===== config.mk =====
export PLATFORM = sky130hd
export DESIGN_NAME = bot_permute_collector
export DESIGN_NICKNAME = d
export VERILOG_FILES = /design/src/rtl/bot_permute_collector.sv
export SDC_FILE = /design/constraint.sdc
export NUM_CORES = 1
export LEC_CHECK = 0
export CAP_MARGIN = 20
export CORE_MARGIN = 4
export CORE_UTILIZATION = 45
export DETAILED_ROUTE_END_ITERATION = 6
export GPL_TIMING_DRIVEN = 0
export PLACE_DENSITY = 0.73
export SKIP_LAST_GASP = 1
export SYNTH_ARGS = -nofsm -noshare
export SYNTH_HDL_FRONTEND = slang
export SYNTH_SLANG_ARGS = --single-unit

===== constraint.sdc =====
create_clock -name clk -period 4.1 [get_ports clk]
set_input_delay 0.41 -clock clk [delete_from_list [all_inputs] [get_ports clk]]
set_output_delay 0.41 -clock clk [all_outputs]
set_load 0.005 [all_outputs]

===== src/rtl/bot_permute_collector.sv =====
// Return-side collector for bottom-permutation bursts: queues issued descriptors, checks
// result ordering against each burst's mask and emits one summed result per burst.
module bot_permute_collector #(
  parameter int EXTRA_DATA_WIDTH = 12,
  parameter int RESULT_WIDTH     = 32,
  parameter int FIFO_DEPTH_LOG2  = 4
) (
  input  logic                          clk,
  input  logic                          rst,
  input  logic                          burstStart,
  input  logic [5:0]                    burstValidPermutes,
  input  logic [EXTRA_DATA_WIDTH-1:0]   burstExtraData,
  output logic                          full,
  input  logic                          resultValid,
  input  logic [RESULT_WIDTH-1:0]       result,
  input  logic [2:0]                    resultPermutation,
  output logic                          sumValid,
  output logic [RESULT_WIDTH+2:0]       sum,
  output logic [EXTRA_DATA_WIDTH-1:0]   sumExtraData,
  output logic [2:0]                    sumPermuteCount,
  output logic                          protocolError,
  output logic                          overflowError
);

  localparam int DEPTH = 1 << FIFO_DEPTH_LOG2;
  localparam logic [FIFO_DEPTH_LOG2:0]   FULL_COUNT = {1'b1, {FIFO_DEPTH_LOG2{1'b0}}};
  localparam logic [FIFO_DEPTH_LOG2:0]   ZERO_COUNT = {(FIFO_DEPTH_LOG2+1){1'b0}};
  localparam logic [FIFO_DEPTH_LOG2:0]   ONE_COUNT  = {{FIFO_DEPTH_LOG2{1'b0}}, 1'b1};
  localparam logic [FIFO_DEPTH_LOG2-1:0] PTR_ONE    = {{(FIFO_DEPTH_LOG2-1){1'b0}}, 1'b1};

  logic [5:0]                   maskMem_r  [DEPTH];
  logic [EXTRA_DATA_WIDTH-1:0]  extraMem_r [DEPTH];
  logic [FIFO_DEPTH_LOG2-1:0]   wrPtr_r;
  logic [FIFO_DEPTH_LOG2-1:0]   rdPtr_r;
  logic [FIFO_DEPTH_LOG2-1:0]   rdPtrNext_s;
  logic [FIFO_DEPTH_LOG2:0]     occ_r;
  logic [FIFO_DEPTH_LOG2:0]     occNext_s;
  logic [5:0]                   remMask_r;
  logic [5:0]                   expBit_s;
  logic [5:0]                   clearedMask_s;
  logic [2:0]                   expIdx_s;
  logic [RESULT_WIDTH+2:0]      acc_r;
  logic [RESULT_WIDTH+2:0]      accNext_s;
  logic [2:0]                   cnt_r;
  logic                         empty_s;
  logic                         hit_s;
  logic                         lastHit_s;
  logic                         pushReq_s;
  logic                         pushOk_s;

  // The generator emits the highest remaining permutation first.
  function automatic logic [2:0] topIndex(input logic [5:0] m);
    logic [2:0] idx;
    idx = 3'd0;
    for (int i = 0; i < 6; i++) begin
      idx = m[i] ? i[2:0] : idx;
    end
    return idx;
  endfunction

  // Result match, retire detection and push acceptance for the current cycle.
  always_comb begin
    empty_s       = (occ_r == ZERO_COUNT);
    expIdx_s      = topIndex(remMask_r);
    expBit_s      = 6'b000001 << expIdx_s;
    clearedMask_s = remMask_r & ~expBit_s;
    hit_s         = resultValid && !empty_s && (resultPermutation == expIdx_s);
    lastHit_s     = hit_s && (clearedMask_s == 6'b000000);
    pushReq_s     = burstStart && (burstValidPermutes != 6'b000000);
    // A retiring head frees its slot in time for a same-cycle push.
    pushOk_s      = pushReq_s && ((occ_r != FULL_COUNT) || lastHit_s);
    accNext_s     = acc_r + {3'b000, result};
    rdPtrNext_s   = rdPtr_r + PTR_ONE;
    case ({pushOk_s, lastHit_s})
      2'b10:   occNext_s = occ_r + ONE_COUNT;
      2'b01:   occNext_s = occ_r - ONE_COUNT;
      default: occNext_s = occ_r;
    endcase
  end

  // Descriptor storage; contents are only read while the slot is occupied.
  always_ff @(posedge clk) begin
    if (pushOk_s) begin
      maskMem_r[wrPtr_r]  <= burstValidPermutes;
      extraMem_r[wrPtr_r] <= burstExtraData;
    end
  end

  // Pointers, head working mask, accumulator, aggregate output and sticky errors.
  always_ff @(posedge clk or posedge rst) begin
    if (rst) begin
      wrPtr_r         <= {FIFO_DEPTH_LOG2{1'b0}};
      rdPtr_r         <= {FIFO_DEPTH_LOG2{1'b0}};
      occ_r           <= ZERO_COUNT;
      full            <= 1'b0;
      remMask_r       <= 6'b000000;
      acc_r           <= {(RESULT_WIDTH+3){1'b0}};
      cnt_r           <= 3'd0;
      sumValid        <= 1'b0;
      sum             <= {(RESULT_WIDTH+3){1'b0}};
      sumExtraData    <= {EXTRA_DATA_WIDTH{1'b0}};
      sumPermuteCount <= 3'd0;
      protocolError   <= 1'b0;
      overflowError   <= 1'b0;
    end else begin
      sumValid <= 1'b0;
      occ_r    <= occNext_s;
      full     <= (occNext_s == FULL_COUNT);
      if (resultValid && !hit_s) begin
        protocolError <= 1'b1;
      end
      if (pushReq_s && !pushOk_s) begin
        overflowError <= 1'b1;
      end
      if (pushOk_s) begin
        wrPtr_r <= wrPtr_r + PTR_ONE;
      end
      if (lastHit_s) begin
        rdPtr_r         <= rdPtrNext_s;
        sumValid        <= 1'b1;
        sum             <= accNext_s;
        sumExtraData    <= extraMem_r[rdPtr_r];
        sumPermuteCount <= cnt_r + 3'd1;
        acc_r           <= {(RESULT_WIDTH+3){1'b0}};
        cnt_r           <= 3'd0;
        // Next head is an older queued entry, or the descriptor arriving this cycle.
        if (occ_r > ONE_COUNT) begin
          remMask_r <= maskMem_r[rdPtrNext_s];
        end else if (pushOk_s) begin
          remMask_r <= burstValidPermutes;
        end else begin
          remMask_r <= 6'b000000;
        end
      end else if (hit_s) begin
        remMask_r <= clearedMask_s;
        acc_r     <= accNext_s;
        cnt_r     <= cnt_r + 3'd1;
      end else if (empty_s && pushOk_s) begin
        remMask_r <= burstValidPermutes;
      end else begin
        remMask_r <= remMask_r;
      end
    end
  end

endmodule


==> run metrics <==
Clock transition at path regs around 0.060 ns; CTS max path bufs 3; Routed WL around 43 mm; Pwr Total around 14 mW; post-synthesis cell count ~1100; vias between 10000 and 15000; critical path arrival 4.11 ns; die width 204 um; mapped cell area between 0.015 and 0.02 mm^2; clock sinks between 300 and 400; Least-Margin Pin Slew roughly 1.2 ns; CP Capture Type register; Synth Net Count ~1200; Power Dens Cells 654 mW/mm^2; setup violators final 0; total iterations of the first detailed-routing run 5; vias in the first global route about 11000; Initial Util a little under half; CP max FO 10; dpl hpwl around 29 mm; DRT antenna net count 0; die height between 200 and 250 um; first-pass GRT wire length 66.0 mm; Final nets 1427; Critical Path RT around 4.4 ns; clock skew approximately 0.018 ns; FF+latch count, synth about 400; area of the core about 0.038 mm^2; Max-cap violations 0; unrepaired setup endpoints after global routing false; clock tree from TritonCTS yes; root buffer cell clkbuf_16; Cell variety after synth between 60 and 70; initial antenna violation count 1; maximum VDD drop about 0.00034 V; WL per Instance roughly 23 um; EDFF count, synth between 200 and 300; Placed Cells approximately 1800; max frequency approximately 260 MHz; row cnt 71; initial drt markers 1079; reg2reg start remMask_r[3]; Die Area 0.0418 mm^2; gp weighted congestion 0.982; Post-synth ARST share between 20% and 30%; largest net degree at the start of global routing 98; dominant synthesized flop cell edfxtp_1; H-tree depth 2; gr usage total between 20% and 30%; Vias/cell 5.72; # DRC 0; outcome complete, no violations; relative slew slack 22.4%; Final min period ~3.9 ns; hold crit path type in2async; post-route insts no fill approximately 1900; cts bufs inserted between 40 and 50; Mean Syn Cell Area around 15 um^2; Final Max Tran Viols 0; Pleak roughly 7.6 nW; reg-to-reg slack, setup about 0.24 ns; CP Class reg2reg; Critical Path Source remMask_r[3]; fin crit share ~94%; register area share after synthesis 65.8%; clock latency on the worst-skew pair 0.55 ns; layout cells sized above 1 16.8%; Synth Warn # 0; Area Growth Syn to Fin 20.4%; Worst setup SP type register; Final Hold Fails 0; Overflow after GRT 0; PortBufs ~110; IO Count 111; diodes inserted 0
[final timing paths]
path,to,depth (start not counted)
worst max-delay path,extraMem_r[14][0],13
worst min-delay path,sumExtraData[10],2
worst max register to register,extraMem_r[14][0],13
worst min register to register,sum[19],2
max in group asynchronous,acc_r[2],3
min in group clk,overflowError,3
[layout make-up]
cell class,count,area (um^2)
plain buffers,55,233
clock buffers,58,1160
clock inverters,18,149
fillers,3006,16900
inverters,23,91.3
multi-input cells,667,5670
flip-flops and latches,399,11400
well taps,511,639
repair buffers,139,1540
[Yosys cell counts (all sizes together) (2+ instances only)]
master | number | share of area [%]
mux4 | 90 | 12
buf | 22 | 0.60
nand2b | 4 | 0.14
a21o | 14 | 0.61
xor2 | 15 | 0.76
ha | 43 | 3.1
a211oi | 4 | 0.17
edfxtp | 288 | 50
xnor2 | 26 | 1.3
and2 | 6 | 0.22
nor2 | 44 | 0.97
nand3 | 9 | 0.26
or2 | 3 | 0.11
o22ai | 6 | 0.22
a2111oi | 3 | 0.22
or3 | 5 | 0.21
a22o | 16 | 0.81
o31ai | 16 | 0.72
a32oi | 2 | 0.10
nand2 | 162 | 3.5
a22oi | 2 | 0.086
o21ai | 64 | 1.9
inv | 23 | 0.50
clkbuf | 35 | 0.76
o21bai | 6 | 0.26
nor4 | 7 | 0.29
o211ai | 2 | 0.086
mux2i | 7 | 0.40
nor3b | 3 | 0.16
dfrtp | 111 | 16
o21a | 5 | 0.22
a31oi | 5 | 0.27
mux2 | 5 | 0.32
nand4 | 9 | 0.36
nor3 | 12 | 0.35
nand3b | 3 | 0.13
a21oi | 50 | 1.5
nor2b | 5 | 0.18
[cells in the final DEF, fill, tap and decap left out, types with 14 or more instances in the layout]
cell type        synthesis  final
nor2_1                  43     39
clkbuf_16                0     43
a21o_1                  14     14
edfxtp_1               288    288
nand2_1                162    161
a22o_1                  16     16
a21oi_1                 49     49
xnor2_1                 26     26
ha_1                    43     43
mux4_2                  90     90
clkdlybuf4s50_1          0    109
o31ai_1                 15     15
inv_1                   22     21
clkbuf_1                34     44
xor2_1                  15     15
o21ai_0                 56     56
dfrtp_1                111    111
[power breakdown]
group          internal (mW)  total, mW  switching (mW)
Sequential              5.04       5.40           0.354
Clock                   2.06       3.62            1.56
Combinational           2.15       4.65            2.50
[kinds of logic (layout without fill, tap and decap cells)]
group / after synthesis / in the layout / share of synthesized area, %
buf+inv: 80 / 293 / 1.86
fa+ha+maj: 45 / 45 / 3.27
compound gates: 204 / 204 / 7.57
xor+xnor: 41 / 41 / 2.07
simple gates: 275 / 275 / 7.01
flops: 399 / 399 / 65.8
mux: 102 / 102 / 12.4
[timing repair]
action / in CTS / in global routing
resized for setup: 0 / 4
hold buffers: 0 / 0
buffers inserted: 0 / 0
setup endpoints to repair: 1 / 37
[per-layer routing]
| metal | wire, um | part of all wire, % | GRT usage [%] | vias up |
|---|---|---|---|---|
| li1 | - | - | - | 4755 |
| met1 | 17600 | 41 | 28.4 | 5405 |
| met2 | 20600 | 48 | 33.6 | 463 |
| met3 | 3350 | 7.9 | 4.82 | 66 |
| met4 | 997 | 2.3 | 5.43 | 2 |
| met5 | 13 | 0.031 | 0 | - |
[critical path: stages, from the launching register on]
cell and delay [ns]:
dfrtp_1 0.42, or3_1 0.43, or2_1 0.27, o21a_1 0.13, nor2_1 0.09, nor2_1 0.16
nor2_1 0.18, inv_1 0.10, nand3_1 0.16, nand2_2 0.21, inv_2 0.21, nand3_1 0.27
nor2_2 0.70, buf_16 0.23
[flip-flops by register name (all words and copies together) (netlist names)]
name / cells
acc_r: 35
cnt_r: 3
extraMem_r: 192
full: 1
maskMem_r: 96
occ_r: 5
overflowError: 1
protocolError: 1
rdPtr_r: 4
remMask_r: 6
sum: 35
sumExtraData: 12
sumPermuteCount: 3
sumValid: 1
wrPtr_r: 4
[per-stage QoR]
step	utilization [%]	setup TNS (ns)	area, um^2	setup slack (ns)	hold WS (ns)
2_1_floorplan	-	0	17400	0.127	0.451
3_3_place_gp	50.4	-452.95	19100	-2.18	0.442
3_5_place_dp	51.7	-0.774	19600	-0.171	0.463
4_1_cts	55.1	0	20900	0.0300	0.166
5_1_grt	55.2	0	20900	0.0590	0.166
6_report	55.2	0	20900	0.243	0.168
Power figures use the tool's default switching activity.
